## config.mk

```make
export PLATFORM = sky130hd
export DESIGN_NAME = stream_word_packer_flat
export DESIGN_NICKNAME = d
export VERILOG_FILES = /design/src/rtl/stream_word_packer_if.sv /design/src/rtl/stream_word_packer.sv /design/src/flat_wrapper.sv
export SDC_FILE = /design/constraint.sdc
export NUM_CORES = 1
export LEC_CHECK = 0
export BUFFER_PORTS_ARGS = -buffer_cell sky130_fd_sc_hd__buf_2
export CORE_ASPECT_RATIO = 0.9
export CORE_UTILIZATION = 55
export CTS_CLUSTER_SIZE = 28
export DETAILED_ROUTE_END_ITERATION = 6
export PLACE_DENSITY = 0.74
export SYNTH_ARGS = -nofsm -noshare
export SYNTH_HDL_FRONTEND = slang
export SYNTH_SLANG_ARGS = --single-unit
```

## constraint.sdc

```tcl
create_clock -name clk -period 8.5 [get_ports clk]
set_clock_uncertainty 0.15 [all_clocks]
set_input_delay 0 -clock clk [delete_from_list [all_inputs] [get_ports clk]]
set_output_delay 0 -clock clk [all_outputs]
set_load 0.02 [all_outputs]
```

## src/rtl/stream_word_packer_if.sv

```systemverilog
// stream_word_packer_if: byte-in / word-out stream bundle for stream_word_packer
// Signals: in_data/in_valid/flush (byte side, no backpressure), out_data/out_keep/out_valid/out_ready
//   (word ready/valid side), level (FIFO occupancy), overflow (sticky drop flag).
// slave is the packer's view, master is the environment's view.
interface stream_word_packer_if #(
  parameter int FIFO_DEPTH = 4
);
  logic [7:0] in_data;
  logic in_valid;
  logic flush;
  logic [31:0] out_data;
  logic [3:0] out_keep;
  logic out_valid;
  logic out_ready;
  logic [$clog2(FIFO_DEPTH):0] level;
  logic overflow;
  modport master (
    output in_data, in_valid, flush, out_ready,
    input out_data, out_keep, out_valid, level, overflow
  );
  modport slave (
    input in_data, in_valid, flush, out_ready,
    output out_data, out_keep, out_valid, level, overflow
  );
endinterface

```

## src/rtl/stream_word_packer.sv

```systemverilog
// stream_word_packer: packs a byte stream into 32-bit little-endian words with a keep mask, buffered in a word FIFO
// Ports: clk; rst (synchronous, active-high); bus (slave modport): in_data/in_valid/flush byte input,
//   out_data/out_keep/out_valid/out_ready word output, level = FIFO occupancy, overflow = sticky dropped-word flag.
module stream_word_packer #(
  parameter int FIFO_DEPTH = 4
) (
  input logic clk,
  input logic rst,
  stream_word_packer_if.slave bus
);
  localparam int AW = $clog2(FIFO_DEPTH);
  localparam int LW = AW + 1;
  logic [1:0] cnt;
  logic [2:0] cnt_next;
  logic [31:0] asm_word;
  logic [31:0] asm_next;
  logic [3:0] keep;
  logic push;
  logic pop;
  logic push_ok;
  logic not_empty;
  logic [35:0] mem [FIFO_DEPTH];
  logic [AW-1:0] rd;
  logic [AW-1:0] wr;
  logic [LW-1:0] used;
  logic ovf;
  always_comb begin
    asm_next = asm_word;
    if (bus.in_valid) asm_next[{cnt, 3'b000} +: 8] = bus.in_data;
  end
  assign cnt_next = {1'b0, cnt} + {2'b00, bus.in_valid};
  // cnt_next==4 is a completed word; any nonzero count with flush is a partial emit
  assign push = cnt_next[2] | (bus.flush & (cnt_next != 3'd0));
  assign keep = 4'((5'd1 << cnt_next) - 5'd1);
  assign not_empty = used != '0;
  assign pop = not_empty & bus.out_ready;
  // a full FIFO still accepts a word when its head leaves on the same edge
  assign push_ok = push & ((used != LW'(FIFO_DEPTH)) | pop);
  assign bus.out_valid = not_empty;
  assign bus.out_data = not_empty ? mem[rd][31:0] : '0;
  assign bus.out_keep = not_empty ? mem[rd][35:32] : '0;
  assign bus.level = used;
  assign bus.overflow = ovf;
  always_ff @(posedge clk) begin
    if (rst) begin
      cnt <= '0;
      asm_word <= '0;
      rd <= '0;
      wr <= '0;
      used <= '0;
      ovf <= 1'b0;
    end else begin
      cnt <= push ? 2'd0 : cnt_next[1:0];
      asm_word <= push ? '0 : asm_next;
      wr <= wr + AW'(push_ok);
      rd <= rd + AW'(pop);
      used <= used + LW'(push_ok) - LW'(pop);
      if (push & ~push_ok) ovf <= 1'b1;
    end
  end
  always_ff @(posedge clk) begin
    if (!rst && push_ok) mem[wr] <= {keep, asm_next};
  end
endmodule

```

## src/flat_wrapper.sv

```systemverilog
// flat-port wrapper written by rule: the top's interface ports become plain ports
module stream_word_packer_flat 
#(
  parameter int FIFO_DEPTH = 4
)
  (clk, rst, bus_in_data, bus_in_valid, bus_flush, bus_out_ready, bus_out_data, bus_out_keep, bus_out_valid, bus_level, bus_overflow);
  stream_word_packer_if #(.FIFO_DEPTH(FIFO_DEPTH)) bus_i ();
  input logic clk;
  input logic rst;
  input wire logic [$bits(bus_i.in_data)-1:0] bus_in_data;
  input wire logic [$bits(bus_i.in_valid)-1:0] bus_in_valid;
  input wire logic [$bits(bus_i.flush)-1:0] bus_flush;
  input wire logic [$bits(bus_i.out_ready)-1:0] bus_out_ready;
  output wire logic [$bits(bus_i.out_data)-1:0] bus_out_data;
  output wire logic [$bits(bus_i.out_keep)-1:0] bus_out_keep;
  output wire logic [$bits(bus_i.out_valid)-1:0] bus_out_valid;
  output wire logic [$bits(bus_i.level)-1:0] bus_level;
  output wire logic [$bits(bus_i.overflow)-1:0] bus_overflow;
  assign bus_i.in_data = bus_in_data;
  assign bus_i.in_valid = bus_in_valid;
  assign bus_i.flush = bus_flush;
  assign bus_i.out_ready = bus_out_ready;
  assign bus_out_data = bus_i.out_data;
  assign bus_out_keep = bus_i.out_keep;
  assign bus_out_valid = bus_i.out_valid;
  assign bus_level = bus_i.level;
  assign bus_overflow = bus_i.overflow;
  stream_word_packer #(.FIFO_DEPTH(FIFO_DEPTH)) u_core (.clk(clk), .rst(rst), .bus(bus_i));
endmodule
```

; ---- Yosys cells after proc, flatten, opt, wreduce, memory -nomap -nowiden
; Memory sizes are Yosys's and may differ from the RTL's. A register that Yosys moved wholly into a read port is not among the register bits.
; Cells that the tools add are included.
; Widths: inputs -> output; s select.
[totals]
ff_bits = 42
ramBits = 144
inputBits = 13
output_inout_bits = 41
elab_cells = 37
mem_count = 1
[op_classes]
addsub = 7
n_eq_ne = 1
shifts = 3
n_mux = 7
bitwise = 7
n_reduce_logical = 5
[mem_list]
columns = memory, words, word_bits, read_ports, rd_clocked_by_memory_dff, wr, line_no
row1 = u_core.mem, 4, 36, 1, 1, 1, stream_word_packer.sv:22  ; logic [35:0] mem [FIFO_DEPTH];
[ops]
columns = op, n
row1 = $mux 32, 2
row2 = $bwmux 32, 1
row3 = $shift 8x7->32 const A, 1
row4 = $shiftx 8x7->32, 1
row5 = $neg 5->7, 1
row6 = $reduce_bool 3->1, 2
row7 = $add 2x1->2, 2
row8 = $and 1x1->1, 4
row9 = $mux 4, 1
row10 = $shl 1x3->4 const A, 1
row11 = $sub 4x1->4 const B, 1
row12 = $add 2x1->3, 1
row13 = $add 3x1->3, 1
row14 = $ne 3x3->1 const B, 1
row15 = $sub 3x1->3, 1
row16 = $mux 1, 2
row17 = $mux 2, 1
row18 = $or 1x1->1, 2
row19 = $reduce_or 2->1, 1
row20 = $logic_and 1x1->1, 1
row21 = $logic_not 1->1, 1
row22 = $not 1->1, 1

; ---- Logic depth before layout (Yosys ltp)
[logic_depth]
ltp_word = 8
depth_mapped = 11

; ---- Worst setup path before layout
; Ideal clock, no wire load.
[synth_timing]
path_kind = register to register
from = register u_core.cnt[0]
to = memory u_core.mem[1][0] (enable)
setup_time_ps = 532
arrival_time_ps = 4962
required_time_ps = 7818
setup_slack_ps = 2856
stages_incl_launch_ff = 6
path_buffers = 0
cell_sequence = dfxtp_1 -> ha_1 -> ha_1 -> o21a_1 -> o21ai_0 -> nor4b_1
[synth_between]
elab_chain_cells = 8
[synth_rtl]
columns = item, line_no
row1 = "start, declared", stream_word_packer.sv:13  ; logic [1:0] cnt;
row2 = "start signal, assigned", stream_word_packer.sv:53  ; cnt <= push ? 2'd0 : cnt_next[1:0];
row3 = $add 2x1->3, stream_word_packer.sv:31  ; assign cnt_next = {1'b0, cnt} + {2'b00, bus.in_valid};
row4 = via u_core.cnt_next[1], stream_word_packer.sv:14  ; logic [2:0] cnt_next;
row5 = $reduce_bool 3->1, stream_word_packer.sv:33  ; assign push = cnt_next[2] | (bus.flush & (cnt_next != 3'd0));
row6 = $and 1x1->1, stream_word_packer.sv:33
row7 = $or 1x1->1, stream_word_packer.sv:33
row8 = $and 1x1->1, stream_word_packer.sv:38  ; assign push_ok = push & ((used != LW'(FIFO_DEPTH)) | pop);
row9 = $logic_and 1x1->1, stream_word_packer.sv:62  ; if (!rst && push_ok) mem[wr] <= {keep, asm_next};
row10 = $mux 1, stream_word_packer.sv:62
row11 = $mux 1 (implied by the code), stream_word_packer.sv:62
row12 = "end, declared", stream_word_packer.sv:22
; The timed path passes the listed nets, and every way through them passes these cells.

; ---- Worst setup path in the final report
[layout_timing]
from = register u_core.cnt[0]
to = register u_core.used[2], in the netlist u_core.bus.level[2]
[layout_between]
elab_chain_cells = 7
[layout_rtl]
columns = item, line_no
row1 = $add 2x1->3, stream_word_packer.sv:31
row2 = via u_core.cnt_next[1], stream_word_packer.sv:14
row3 = $reduce_bool 3->1, stream_word_packer.sv:33
row4 = $and 1x1->1, stream_word_packer.sv:33
row5 = $or 1x1->1, stream_word_packer.sv:33
row6 = $and 1x1->1, stream_word_packer.sv:38
row7 = $add 3x1->3, stream_word_packer.sv:57  ; used <= used + LW'(push_ok) - LW'(pop);
row8 = $sub 3x1->3, stream_word_packer.sv:57
row9 = "end signal, assigned", stream_word_packer.sv:57
row10 = "end, declared", stream_word_packer.sv:25  ; logic [LW-1:0] used;
; The timed path passes the listed nets, and every way through them passes these cells.
; A chain may end at the register's enable or synchronous reset.

==> metrics.yaml <==
outcome:
  run_status: "complete, no violations"
routing:
  route.detailed.wl_per_inst_um: 19.3
  via_count_of_the_routed_design: 3961
  met2_length_um: 6730
  number_of_nets_still_failing_antenna_checks_after_routing: 0
  routed_wirelength_um: 13700
  detail_route.vias_per_cell: 5.57
  top_layer: "met4"
  route.layer.met1.wl_um: 6190
  dr.pass1.iters: 5
  drcViolationCount: 0
  iter_0_drt_violations: 267
  wl_met3_um: 628
critical_path:
  critical_path_cell_sequence: "ha_1 -> ha_1 -> o21a_1 -> o21ai_0 -> inv_1 -> ha_1 -> inv_1 -> fa_1 -> xor2_1 -> and2_1 -> nor3_1"
  cp-start-kind: "flip-flop"
  critical_path.max_fanout: 8
  critical_path.endpoint_type: "flip-flop"
  path_delay_family: "adder cells"
  crit_path_frequent_cell: "ha_1"
  reg2reg_from: "u_core.cnt[0]$_SDFF_PP0_"
  required_ps: 8660
  reg2regPathDepth: 11
  critical-path-max-stage-delay_ps: 590
  critPathBufInv: 2
  timing_worst_setup_path_type: "flip-flop to flip-flop"
  critPathArrivalTime_ps: 3170
  critPathSlowestCell: "o21ai_0"
  worstReg2RegEnd: "u_core.bus.level[2]$_SDFF_PP0_"
  timing.reg2reg.setup_slack_ps: 5490
finish:
  diodes: 0
  drive_gt1_share_pct: 30.0
  final_core_utilization_pct: 65.5
  layout.nets: 556
  syn_to_final_growth_pct: 15.5
clock_network:
  clock_latency_ps: 430
  cts.sink_count: 186
  cts.root.buffer_cell: "clkbuf_16"
  cts.repair_timing.setup_buffer_count: 0
  max-clock-path-buffers: 2
  post_cts_resize_count: 0
  number_of_buffers_added_by_the_clock_tree_synthesis_step: 17
  cts_htree_levels: 4
  clk_transition_reported_paths_ps: 60
  holdBufCountCts: 12
  cts_tree: "done"
power_and_ir_drop:
  power.switching_fraction_pct: 27.8
  p_total_mw: 2.54
  irDropWorstVdd_v: 0.000273
  switchingPower_uw: 706
  power_density_nw_per_um2: 289
  combPwrFrac_pct: 23.8
  power_frac_seq_pct: 41.9
  p_leak_nw: 3.20
  p_clk_share_pct: 34.3
  internal_power_mw: 1.83
grt:
  grt_max_degree: 38
  wire_length_of_the_first_global_routing_pass_um: 21700
  via_count_of_the_first_global_routing_pass: 4107
  globalRouteTotalUtil_pct: 20.8
  antenna_violations_before_repair: 0
  grt_overflow: 0
timing:
  fmaxAchievable_mhz: 332
  layout_setup_ws_ps: 5490
  grt_setup_unrepaired: "no"
  setup_total_negative_slack_ps: 0
  slew_headroom_pct: 23.4
  final_min_period_over_clock_period_pct: 35.4
  worst_slew_pin_slew_ps: 1150
  setup_viol: 0
  finalMaxSlewViolations: 0
  time_the_worst_path_needs_with_i_o_delays_and_setup_ps: 3010
  timing.final.hold_violations: 0
worst_hold_path:
  whs_endpoint: "u_core.bus.level[1]$_SDFF_PP0_"
  hold_path_depth: 3
  hp_class: "input port to flip-flop"
  hold_path.startpoint: "rst"
floorplan:
  die_area_um2: 14300
  chipHeight_um: 114
  row_count: 40
  initial_core_util_pct: 56.8
  fp.coreArea_um2: 13400
  die_x_um: 126
  io-pin-count: 54
synthesis:
  synth_area_leader_cell: "edfxtp_1"
  synth-edff-count: 144
  share_of_yosys_cell_area_claimed_by_the_top_area_cell_type_pct: 56.8
  synthMuxAreaShare_pct: 10.6
  synth_compound_area_share_pct: 4.01
  synthFlopType: "edfxtp_1"
  ys.warnings.count: 0
  flip_flop_and_latch_count_after_synthesis: 186
  yosys.area_share.simple_pct: 12.0
  synthXorXnorAreaFrac_pct: 0.460
  synth_area_per_cell_um2: 16.6
  async_flop_share_pct: 0
  combinational_family_with_the_most_area_after_synthesis: "simple AND/OR/NAND/NOR gates"
  synth.area.top_cells: "edfxtp_1, dfxtp_1, mux4_2"
  post_synth_fa_ha_maj_area_fraction_pct: 2.24
  mappedNetlistNets: 486
  synth.cell_area_um2: 7610
  synth_cell_type_count: 38
  post_synthesis_instance_total: 460
  yosysSeqAreaShare_pct: 67.8
placement:
  hpwl_um: 8280
  port_buffer_cells: 53
  routability_congestion_estimate: 0.748
  detailedPlace.worstSlack_ps: 5490
flow_run:
  maxCapViolations: 0
==> cell families after synthesis <==
logic type	count (synthesis)
buf+inv	34
xor+xnor	4
compound gates	36
simple gates	151
flops	186
mux	36
fa+ha+maj	13
==> power by group through the flow <==
stage | Sequential, mW | Combinational (mW) | Clock (mW)
3_3_place_gp | 1.08 | 0.599 | 0
5_1_grt | 1.07 | 0.650 | 0.915
2_1_floorplan | 1.06 | 0.481 | 0
6_report | 1.06 | 0.603 | 0.870
3_5_place_dp | 1.09 | 0.608 | 0
4_1_cts | 1.07 | 0.615 | 0.880
==> worst min-delay path, stage by stage <==
cell and delay [ps]:
dlygate4sd3_1 530, buf_2 210, nor2_1 100
==> stage by stage <==
stage	hold slack [ps]	std cells	cell area, um^2
final	307	711	8790
after global routing	323	711	8790
after CTS	285	711	8790
after detailed placement	202	667	8010
after global placement	172	667	8010
after floorplan	-78.4	460	7610
==> layout by cell type, fill, tap and decap left out, types with 3 or more instances in the layout <==
| cell type | netlist | final |
|---|---|---|
| a21oi_2 | 17 | 17 |
| a22o_1 | 15 | 15 |
| and2b_1 | 4 | 4 |
| and3_1 | 15 | 15 |
| buf_2 | 7 | 53 |
| buf_4 | 0 | 9 |
| bufinv_16 | 0 | 6 |
| clkbuf_16 | 0 | 17 |
| clkinv_1 | 0 | 3 |
| dfxtp_1 | 42 | 41 |
| dlygate4sd3_1 | 0 | 12 |
| edfxtp_1 | 144 | 144 |
| ha_1 | 12 | 12 |
| inv_1 | 11 | 11 |
| mux4_2 | 36 | 36 |
| nand2_1 | 41 | 41 |
| nand3_1 | 16 | 16 |
| nor2_1 | 7 | 7 |
| nor2b_1 | 40 | 40 |
| nor2b_4 | 10 | 10 |
| nor3b_2 | 3 | 3 |
==> state kept, by name, summed over array words and instances (netlist names) <==
register and count:
u_core.mem 144, u_core.bus.overflow 1, u_core.wr 2, u_core.cnt 2, u_core.asm_word 32, u_core.bus.level 3
u_core.rd 2
==> worst max-delay path by stage <==
stage,startpoint,endpoint,slack (ps),cells after the start
after global placement,u_core.cnt[0]$_SDFF_PP0_,u_core.bus.level[2]$_SDFF_PP0_,5640,11
after detailed placement,u_core.cnt[0]$_SDFF_PP0_,u_core.bus.level[2]$_SDFF_PP0_,5490,11
after global routing,u_core.cnt[0]$_SDFF_PP0_,u_core.bus.level[2]$_SDFF_PP0_,5170,11
after CTS,u_core.cnt[0]$_SDFF_PP0_,u_core.bus.level[2]$_SDFF_PP0_,5470,11
final,u_core.cnt[0]$_SDFF_PP0_,u_core.bus.level[2]$_SDFF_PP0_,5490,11
after floorplan,u_core.cnt[0]$_SDFF_PP0_,u_core.mem[1][0]$_DFFE_PP_,2860,5
==> synthesized netlist by cell type, drive strengths merged (2+ instances only) <==
master	instances
edfxtp	144
nor2b	51
dfxtp	42
nand2	41
mux4	36
a21oi	18
buf	17
nand3	16
a22o	15
and3	15
ha	12
inv	11
nor2	7
clkbuf	6
and2b	4
nor3	4
and2	3
nor3b	3
nor4b	2
xnor2	2
xor2	2
==> routing by layer <==
metal	vias up	track usage, %
met3	14	4.55
li1	1871	-
met5	-	0
met2	110	33.6
met4	0	9.64
met1	1966	27.1
==> cell type report <==
| class | count | area (um^2) |
|---|---|---|
| Clock inverter | 13 | 224 |
| Fill cell | 915 | 4620 |
| Multi-Input combinational cell | 240 | 2260 |
| Clock buffer | 19 | 433 |
| Inverter | 11 | 41.3 |
| Timing Repair Buffer | 74 | 453 |
| Sequential cell | 186 | 5170 |
| Tap cell | 168 | 210 |
Power figures use the tool's default switching activity.
